[src/rtl/fetch_queue.sv]
// fetch_queue: instruction-fetch front end between a word memory and an x86 decoder.
//
// Issues sequential word-aligned 32-bit reads, one outstanding at a time. It packs the
// returned bytes into a circular byte queue and presents the next 4 stream bytes
// (oldest in [7:0]) to the decoder. The decoder retires 1-4 bytes per cycle. A redirect
// flushes the queue and restarts fetch at any byte address.
//
// Optional feature: define FETCH_STATS_EN to enable the fetch/stall statistics counters.
// When it is undefined, both counter outputs are tied to 0.
//
// Ports:
//   i_clk, i_reset                         clock, asynchronous active-low reset
//   o_mem_address/o_mem_cmd/o_mem_valid    read request (word aligned)
//   i_mem_ready                            memory accepts the request
//   i_mem_res_valid/i_mem_data             read response
//   o_mem_res_ready                        always 1
//   o_valid/o_data/o_pc                    decoder window (>= 4 bytes) and its byte address
//   i_consume/i_consume_size               retire size+1 bytes
//   i_redirect/i_redirect_addr             flush and restart fetch
//   o_fetch_count/o_stall_count            statistics
module fetch_queue #(
  parameter int unsigned              ADDRESS_WIDTH = 32,
  parameter int unsigned              DATA_WIDTH    = 32,
  parameter int unsigned              QUEUE_BYTES   = 16,
  parameter logic [ADDRESS_WIDTH-1:0] RESET_ADDR    = '0
) (
  input  logic                     i_clk,
  input  logic                     i_reset,
  output logic [ADDRESS_WIDTH-1:0] o_mem_address,
  output logic                     o_mem_cmd,
  output logic                     o_mem_valid,
  input  logic                     i_mem_ready,
  input  logic                     i_mem_res_valid,
  input  logic [DATA_WIDTH-1:0]    i_mem_data,
  output logic                     o_mem_res_ready,
  output logic                     o_valid,
  output logic [31:0]              o_data,
  output logic [ADDRESS_WIDTH-1:0] o_pc,
  input  logic                     i_consume,
  input  logic [1:0]               i_consume_size,
  input  logic                     i_redirect,
  input  logic [ADDRESS_WIDTH-1:0] i_redirect_addr,
  output logic [31:0]              o_fetch_count,
  output logic [31:0]              o_stall_count
);

  localparam int unsigned PtrW = $clog2(QUEUE_BYTES);
  localparam int unsigned CntW = PtrW + 1;
  localparam logic        MEM_CMD_READ = 1'b0;

  typedef enum logic [1:0] {StIdle, StReq, StWait, StDiscard} state_e;

  state_e                   r_state, w_state_next;
  logic [ADDRESS_WIDTH-1:0] r_mem_addr;
  logic [ADDRESS_WIDTH-1:0] r_pc;
  logic [1:0]               r_skip;
  logic [PtrW-1:0]          r_rd_ptr, r_wr_ptr;
  logic [CntW-1:0]          r_cnt, w_cnt_next;
  logic [7:0]               r_q [QUEUE_BYTES];

  logic                     w_space_ok;
  logic                     w_fill;
  logic                     w_cons;
  logic [2:0]               w_fill_n;
  logic [2:0]               w_cons_n;
  logic [3:0]               w_wr_en;
  logic [PtrW-1:0]          w_wr_idx [4];

  assign o_mem_cmd       = MEM_CMD_READ;
  assign o_mem_res_ready = 1'b1;
  assign o_mem_address   = r_mem_addr;
  assign o_mem_valid     = (r_state == StReq);
  assign o_pc            = r_pc;
  assign o_valid         = (r_cnt >= CntW'(4));

  // Space is only checked at issue; consumption can only add space before the fill lands.
  assign w_space_ok = (r_cnt <= CntW'(QUEUE_BYTES - 4));
  assign w_fill     = (r_state == StWait) && i_mem_res_valid && !i_redirect;
  assign w_cons     = i_consume && o_valid && !i_redirect;
  assign w_fill_n   = 3'd4 - {1'b0, r_skip};
  assign w_cons_n   = {1'b0, i_consume_size} + 3'd1;

  // A response always retires the outstanding request, even when it coincides with a
  // redirect; otherwise DISCARD would wait for a response that never comes.
  always_comb begin
    w_state_next = r_state;
    unique case (r_state)
      StIdle:    if (!i_redirect && w_space_ok) w_state_next = StReq;
      StReq: begin
        if (i_redirect)       w_state_next = StIdle;
        else if (i_mem_ready) w_state_next = StWait;
      end
      StWait: begin
        if (i_mem_res_valid) w_state_next = StIdle;
        else if (i_redirect) w_state_next = StDiscard;
      end
      StDiscard: if (i_mem_res_valid) w_state_next = StIdle;
      default:   w_state_next = StIdle;
    endcase
  end

  always_comb begin
    w_cnt_next = r_cnt;
    if (w_cons) w_cnt_next = w_cnt_next - CntW'(w_cons_n);
    if (w_fill) w_cnt_next = w_cnt_next + CntW'(w_fill_n);
  end

  // Byte k of the returned word lands at wr_ptr + k - skip; skipped bytes are not written.
  always_comb begin
    for (int k = 0; k < 4; k++) begin
      w_wr_en[k]  = w_fill && (3'(k) >= {1'b0, r_skip});
      w_wr_idx[k] = r_wr_ptr + PtrW'(k) - PtrW'(r_skip);
    end
  end

  always_comb begin
    o_data = '0;
    for (int k = 0; k < 4; k++) begin
      if (o_valid) o_data[8*k +: 8] = r_q[r_rd_ptr + PtrW'(k)];
    end
  end

  always_ff @(posedge i_clk or negedge i_reset) begin
    if (!i_reset) begin
      r_state    <= StIdle;
      r_mem_addr <= {RESET_ADDR[ADDRESS_WIDTH-1:2], 2'b00};
      r_skip     <= RESET_ADDR[1:0];
      r_pc       <= RESET_ADDR;
      r_rd_ptr   <= '0;
      r_wr_ptr   <= '0;
      r_cnt      <= '0;
    end else begin
      r_state <= w_state_next;
      if (i_redirect) begin
        r_mem_addr <= {i_redirect_addr[ADDRESS_WIDTH-1:2], 2'b00};
        r_skip     <= i_redirect_addr[1:0];
        r_pc       <= i_redirect_addr;
        r_rd_ptr   <= '0;
        r_wr_ptr   <= '0;
        r_cnt      <= '0;
      end else begin
        r_cnt <= w_cnt_next;
        if (w_cons) begin
          r_rd_ptr <= r_rd_ptr + PtrW'(w_cons_n);
          r_pc     <= r_pc + ADDRESS_WIDTH'(w_cons_n);
        end
        if (w_fill) begin
          r_wr_ptr   <= r_wr_ptr + PtrW'(w_fill_n);
          r_mem_addr <= r_mem_addr + ADDRESS_WIDTH'(4);
          r_skip     <= 2'd0;
        end
      end
    end
  end

  // Queue storage needs no reset: o_data is gated by o_valid.
  always_ff @(posedge i_clk) begin
    for (int k = 0; k < 4; k++) begin
      if (w_wr_en[k]) r_q[w_wr_idx[k]] <= i_mem_data[8*k +: 8];
    end
  end

`ifdef FETCH_STATS_EN
  logic [31:0] r_fetch_count, r_stall_count;

  always_ff @(posedge i_clk or negedge i_reset) begin
    if (!i_reset) begin
      r_fetch_count <= '0;
      r_stall_count <= '0;
    end else begin
      if (w_fill)                  r_fetch_count <= r_fetch_count + 32'd1;
      if (!o_valid && !i_redirect) r_stall_count <= r_stall_count + 32'd1;
    end
  end

  assign o_fetch_count = r_fetch_count;
  assign o_stall_count = r_stall_count;
`else
  assign o_fetch_count = '0;
  assign o_stall_count = '0;
`endif

endmodule

[config.mk]
export PLATFORM = sky130hd
export DESIGN_NAME = fetch_queue
export DESIGN_NICKNAME = d
export VERILOG_FILES = /design/src/rtl/fetch_queue.sv
export SDC_FILE = /design/constraint.sdc
export NUM_CORES = 1
export LEC_CHECK = 0
export CORE_ASPECT_RATIO = 0.8
export CORE_UTILIZATION = 30
export CTS_BUF_LIST = sky130_fd_sc_hd__clkbuf_8
export CTS_CLUSTER_SIZE = 24
export DETAILED_ROUTE_END_ITERATION = 7
export PLACE_DENSITY = 0.47
export SYNTH_ARGS = -nofsm -noshare
export SYNTH_HDL_FRONTEND = slang
export SYNTH_SLANG_ARGS = --single-unit
[constraint.sdc]
create_clock -name i_clk -period 3.3 [get_ports i_clk]
set_clock_uncertainty 0.05 [all_clocks]
set_input_delay 0.495 -clock i_clk [delete_from_list [all_inputs] [get_ports i_clk]]
set_output_delay 0.495 -clock i_clk [all_outputs]
set_load 0.005 [all_outputs]
==> results_dict.tcl <==
set metrics [dict create \
    failed_checks "setup timing" \
    synth.avg_cell_area_sq_um 9.84 \
    ant_nets 0 \
    ios 236 \
    combPwrFrac_pct 29.2 \
    cp_slowest_stage_delay_ps 510 \
    worstPathMaxFanout 7 \
    grt_start_max_net_pins 58 \
    utilization_pct 41.7 \
    power_density_nw_per_um2 309 \
    grt_usage_pct 27.4 \
    core_area_sq_um 61400 \
    worst-setup-path-type "reg2out" \
    worst-path-stages 8 \
    switching_share_pct 33.0 \
    synthCells 1905 \
    wl_um 88700 \
    synth_area_sq_um 18700 \
    switchingPower_mw 2.61 \
    grt.met3_usage_pct 8.95 \
    vias_per_cell 5.81 \
    rr_worst_depth 14 \
    min_path_type "in2reg" \
    num-fill-cells 6004 \
    multi_input_area_sq_um 12500 \
    insertion_delay_ps 620 \
    dieHeight_um 226 \
    synth_cell_type_count 71 \
    hold_ws_ps 162 \
    startpoint "r_rd_ptr[0]" \
    grt-busiest-layer "met1" \
    drive_gt1_share_pct 35.9 \
    cp_num_buf_inv 5 \
    tightest_slew_ps 1050 \
    hpwlAfterDp_um 67600 \
    gp_congestion 1.01 \
    clockPowerShare_pct 32.8 \
    finalSetupViolCount 22 \
    setup_ws_ps -111 \
    vias 18600 \
    clock.fmax_ghz 0.293 \
    maxCapViolCount 0 \
    critPathLaunchType "flip-flop" \
    cts_tree "built" \
    worstPathRequired_ps 2750 \
    worstPathArrival_ps 2870 \
    layout.nets 2450 \
    power_leakage_nw 9.59 \
    cts_root_buf "clkbuf_8" \
    cts_buffers 42 \
    r2r-start "r_skip[1]" \
    antenna_found_initial 4 \
    pwr-share-seq_pct 38.0 \
    grt_pass1_vias 17000 \
    status "finished with violations" \
    setup_tns_ps -1070 \
    clkTransAtPathRegs_ps 50 \
    port_buffers 167 \
    grt_remaining_overflow 0 \
    vdd_ir_drop_max_mv 0.209 \
    dpl_cell_area_sq_um 23300 \
    start_util_pct 30.5 \
    cts_buffer_depth 3 \
    num_rows 81 \
    r2r-end "r_q[12][2]" \
    rrSetupSlack_ps 40 \
    yosys_warnings 0 \
    synth_edf_count 128 \
    ys_seq_area_share_pct 31.1 \
    critPathSlowestCell "dfrtp_4" \
    finalHoldViolCount 0 \
    synthFlopType "edfxtp_1" \
    drt_iter0_markers 2692 \
    post-route-period-util_pct 103 \
    cts-htree-levels 2 \
    crit_family "multiplexers" \
    seq_area_sq_um 5830 \
    final_max_slew_viol_count 0 \
    min_from "i_redirect" \
    use_met1_pct 41.6 \
    dieArea_sq_um 63500 \
    grtUsageMet2_pct 37.4 \
    synthArstFlopShare_pct 38.2 \
    final_area_sq_um 25600 \
    fin_crit_ps 3410 \
    path_cells "buf_12 > buf_12 > buf_8 > buf_4 > mux4_2 > mux4_2 > and2_1 > buf_2" \
    first_pass_iters 8 \
    fp.dieW_um 281 \
    wl_per_cell_um 27.7 \
    p_int_mw 5.29 \
    grt_pass1_wl_um 125000 \
    rsz0062_at_grt "yes" \
    ys_seq_elements 207 \
    relSlewSlack_pct 29.8 \
    cts.sinks 207 \
    route.detailed.drc 0 \
    end_kind "output pin" \
    synthToLayoutAreaGrowth_pct 36.5 \
    endpoint "o_data[18]" \
]
[flip-flops by register name, indices dropped and copies added, names as in the netlist]
signal	flops
o_mem_address	30
o_pc	32
r_cnt	5
r_q	128
r_rd_ptr	4
r_skip	2
r_state	2
r_wr_ptr	4
[what timing repair did]
action	in CTS	in global routing
hold buffers	1	0
setup endpoints to repair	79	169
endpoints found under the hold margin	51	0
setup buffers	54	15
pin swaps	33	26
gates cloned	6	1
resized for setup	271	105
[power by group through the flow]
stage	clock network [mW]	registers (mW)	logic (mW)
floorplan	0	3.01	1.06
CTS	2.63	3.00	2.17
global placement	0	3.04	2.08
global route	2.75	3.02	2.44
detailed placement	0	3.05	2.07
finish	2.59	3.00	2.31
[how the worst min path moves through the flow]
stage / end / slack (ps) / cells past startpoint
after floorplan: o_mem_address[10] / 150 / 0
after global placement: o_pc[31] / 530 / 2
after detailed placement: o_pc[31] / 530 / 2
after CTS: r_state[1] / 140 / 2
after global routing: r_state[1] / 160 / 2
final: r_state[1] / 160 / 2
[metal layers]
layer / up-vias / part of all wire (%) / wire (um)
met3: 110 / 13 / 11600
met1: 9244 / 44 / 39300
met5: - / 0 / 0
met2: 1250 / 41 / 36200
met4: 0 / 1.8 / 1570
li1: 8001 / - / -
[cells by family after synthesis]
| family | synth area share [%] |
|---|---|
| multiplexers | 20.2 |
| other | 0.0401 |
| flip-flops | 31.1 |
| AND/OR/NAND/NOR | 18.1 |
| adder cells (fa/ha/maj) | 3.16 |
| AO/OA/AOI/OAI | 16.4 |
| XOR/XNOR | 3.24 |
| buffers and inverters | 7.83 |
[synth_stat cells (all sizes together), types with 2 or more instances]
cell / n / area [sq um]
dfrtp: 79 / 1980
buf: 178 / 1110
nand2: 204 / 801
fa: 9 / 180
nor4b: 2 / 23.8
or3: 4 / 25.0
xor2: 35 / 307
nor3: 25 / 175
xnor2: 29 / 254
nand2b: 17 / 106
nand4: 33 / 206
o211a: 2 / 20.0
o21ai: 12 / 60.1
a211oi: 107 / 803
o211ai: 17 / 128
a21boi: 10 / 75.1
ha: 33 / 413
nor2: 191 / 759
a21oi: 89 / 445
clkbuf: 65 / 244
and3: 90 / 563
mux2: 23 / 259
nand3: 32 / 170
xnor3: 2 / 46.3
mux4: 144 / 3260
nand4b: 3 / 26.3
conb: 2 / 7.51
o31ai: 133 / 1010
a31oi: 4 / 25.0
or4: 5 / 37.5
mux2i: 27 / 270
nor2b: 23 / 144
edfxtp: 128 / 3840
inv: 31 / 116
nor4: 6 / 37.5
o22ai: 52 / 375
or2: 6 / 37.5
and2: 22 / 138
o21a: 3 / 22.5
a22oi: 3 / 22.5
a21o: 4 / 30.0
and4: 9 / 78.8
[metrics by stage]
stage	worst slack [ps]	power (mW)	std cells
after detailed placement	-196	5.12	3055
after floorplan	5.94	4.07	1971
final	-111	7.90	3200
after global placement	-156	5.12	3055
after global routing	-193	8.20	3198
after CTS	-181	7.80	3188
[layout make-up]
type	count	share of cell area (%)
multi-input cells	1490	48.7
well taps	830	4.06
flip-flops and latches	207	22.8
clock buffers	46	2.47
clock inverters	29	0.572
inverters	31	0.464
diodes	3	0.0293
repair buffers	564	21.0
[placed cells by master (no fill, tap or decap), types with 42 or more instances in the layout]
master and instances:
a211oi_1 64, inv_1 42, and3_1 90, edfxtp_1 128
clkdlybuf4s50_1 133, o31ai_1 103, buf_12 43, dfrtp_1 76
mux4_2 144, nand2_1 182, a21oi_1 83, nor2_1 174
clkbuf_8 46, buf_4 310, conb_1 68
Note: power is estimated with default switching activity, not from simulation.
==> edit, RTL diff (same settings) <==
The 4 states of `state_e` get a one-hot encoding in 4 bits.
--- a/src/rtl/fetch_queue.sv
+++ b/src/rtl/fetch_queue.sv
@@ -48,7 +48,7 @@
   localparam int unsigned CntW = PtrW + 1;
   localparam logic        MEM_CMD_READ = 1'b0;
 
-  typedef enum logic [1:0] {StIdle, StReq, StWait, StDiscard} state_e;
+  typedef enum logic [3:0] {StIdle = 4'b0001, StReq = 4'b0010, StWait = 4'b0100, StDiscard = 4'b1000} state_e;
 
   state_e                   r_state, w_state_next;
   logic [ADDRESS_WIDTH-1:0] r_mem_addr;
Function: no difference found for any inputs over 4 cycles, from zero or initial values and one cycle with i_reset low; so few cycles prove little.
==> edit against the original RTL <==
The run still ends with negative setup slack left. Wire length fell by 0.53%. Synthesized cell count rose by 2.5%. Via count rose by 2.8%. Setup slack got worse by 23 ps. Area after synthesis rose by 0.29%. Count of clock-buffer cells in the layout did not move. Design area rose by 1.1%. Total power rose by 2.7%. Sequential cell count rose by 2. Hold slack improved by 91 ps. First-iteration DRC count fell by 1.2%. Combinational power rose by 6%. Sequential share of layout area fell by 0.062 points. Utilization rose by 0.40 points.
==> edit: results (changes against the original RTL) <==
[run_status]
run_status=finished with violations  ; unchanged
failed_checks=negative setup slack  ; unchanged

[clock_network]
clock_latency_at_the_later_pin_of_the_worst_skew_pair_ps=590  ; was 620 ps
cts_setup_buffers=82  ; was 54
postCtsResizedCells=268  ; was 271

[detailed_routing]
drt_pass1_iterations=5  ; was 8
drt-met1-wl_um=37900  ; was 39300 um
wl_per_cell_um=27.4  ; was 27.7 um
num_vias=19100  ; was 18600

[final_layout]
seq-cell-share_pct=22.7  ; was 22.8%
drive_gt1_share_pct=32.8  ; was 35.9%
final.signal_inverter_count=33  ; was 31
seq_cells=209  ; was 207

[grt]
grt_first_pass_wirelength_um=127000  ; was 125000 um
number_of_global_route_vias_before_repair=18300  ; was 17000
pin_count_of_the_biggest_net_entering_global_routing=47  ; was 58

[worst_setup_path]
worstRegToRegCells=12  ; was 14
cp_slowest_cell=sky130_fd_sc_hd__mux4_2  ; was sky130_fd_sc_hd__dfrtp_4

[synth]
synth_compound_area_share_pct=17.2  ; was 16.4%
post_synth_mux_area_share_pct=20.4  ; was 20.2%
synth.area.top_cells=sky130_fd_sc_hd__edfxtp_1 (20%), sky130_fd_sc_hd__mux4_2 (17%), sky130_fd_sc_hd__dfrtp_1 (11%), sky130_fd_sc_hd__a211oi_1 (5.6%), sky130_fd_sc_hd__o21ai_0 (5.0%)  ; was sky130_fd_sc_hd__edfxtp_1 (21%), sky130_fd_sc_hd__mux4_2 (17%), sky130_fd_sc_hd__dfrtp_1 (11%), sky130_fd_sc_hd__o31ai_1 (5.2%), sky130_fd_sc_hd__a211oi_1 (4.3%)
yosys.cell_types.count=65  ; was 71

[placed_design]
placed_area_mm2=0.0230  ; was 0.0233 mm^2

[pwr]
p_leak_uw=0.00914  ; was 0.00959 uW

[sta]
worst-slew-pin-transition_ps=1110  ; was 1050 ps
final-setup-viol-count=26  ; was 22
worst_slack_ps=-134  ; was -111 ps

-- edit: how the worst max path moves through the flow --
stage	from	endpoint	slack (ps)	cells after the start
after detailed placement	i_consume_size[0]	o_pc[14]	-210	9
after global routing	r_rd_ptr[0]	o_data[11]	-220	9
after global placement	i_consume_size[0]	o_pc[14]	-220	9
final	r_rd_ptr[0]	o_data[11]	-130	9
after CTS	r_rd_ptr[0]	o_data[10]	-190	9
after floorplan	r_skip[1]	r_q[4][0]	-200	11
-- edit: stage by stage --
stage | power [uW] | worst slack (ps) | utilization [%] | setup TNS, ps
CTS | 8050 | -189 | 41.2 | -3020
global route | 8410 | -215 | 42.1 | -4480
finish | 8110 | -134 | 42.1 | -2160
floorplan | 4160 | -201 | - | -9850
detailed placement | 5120 | -211 | 37.3 | -4790
global placement | 5110 | -219 | 37.3 | -3060
-- edit: power by group --
part           internal [uW]  switching (uW)
Combinational           1210            1230
Clock                   1370            1280
Sequential              2880             142
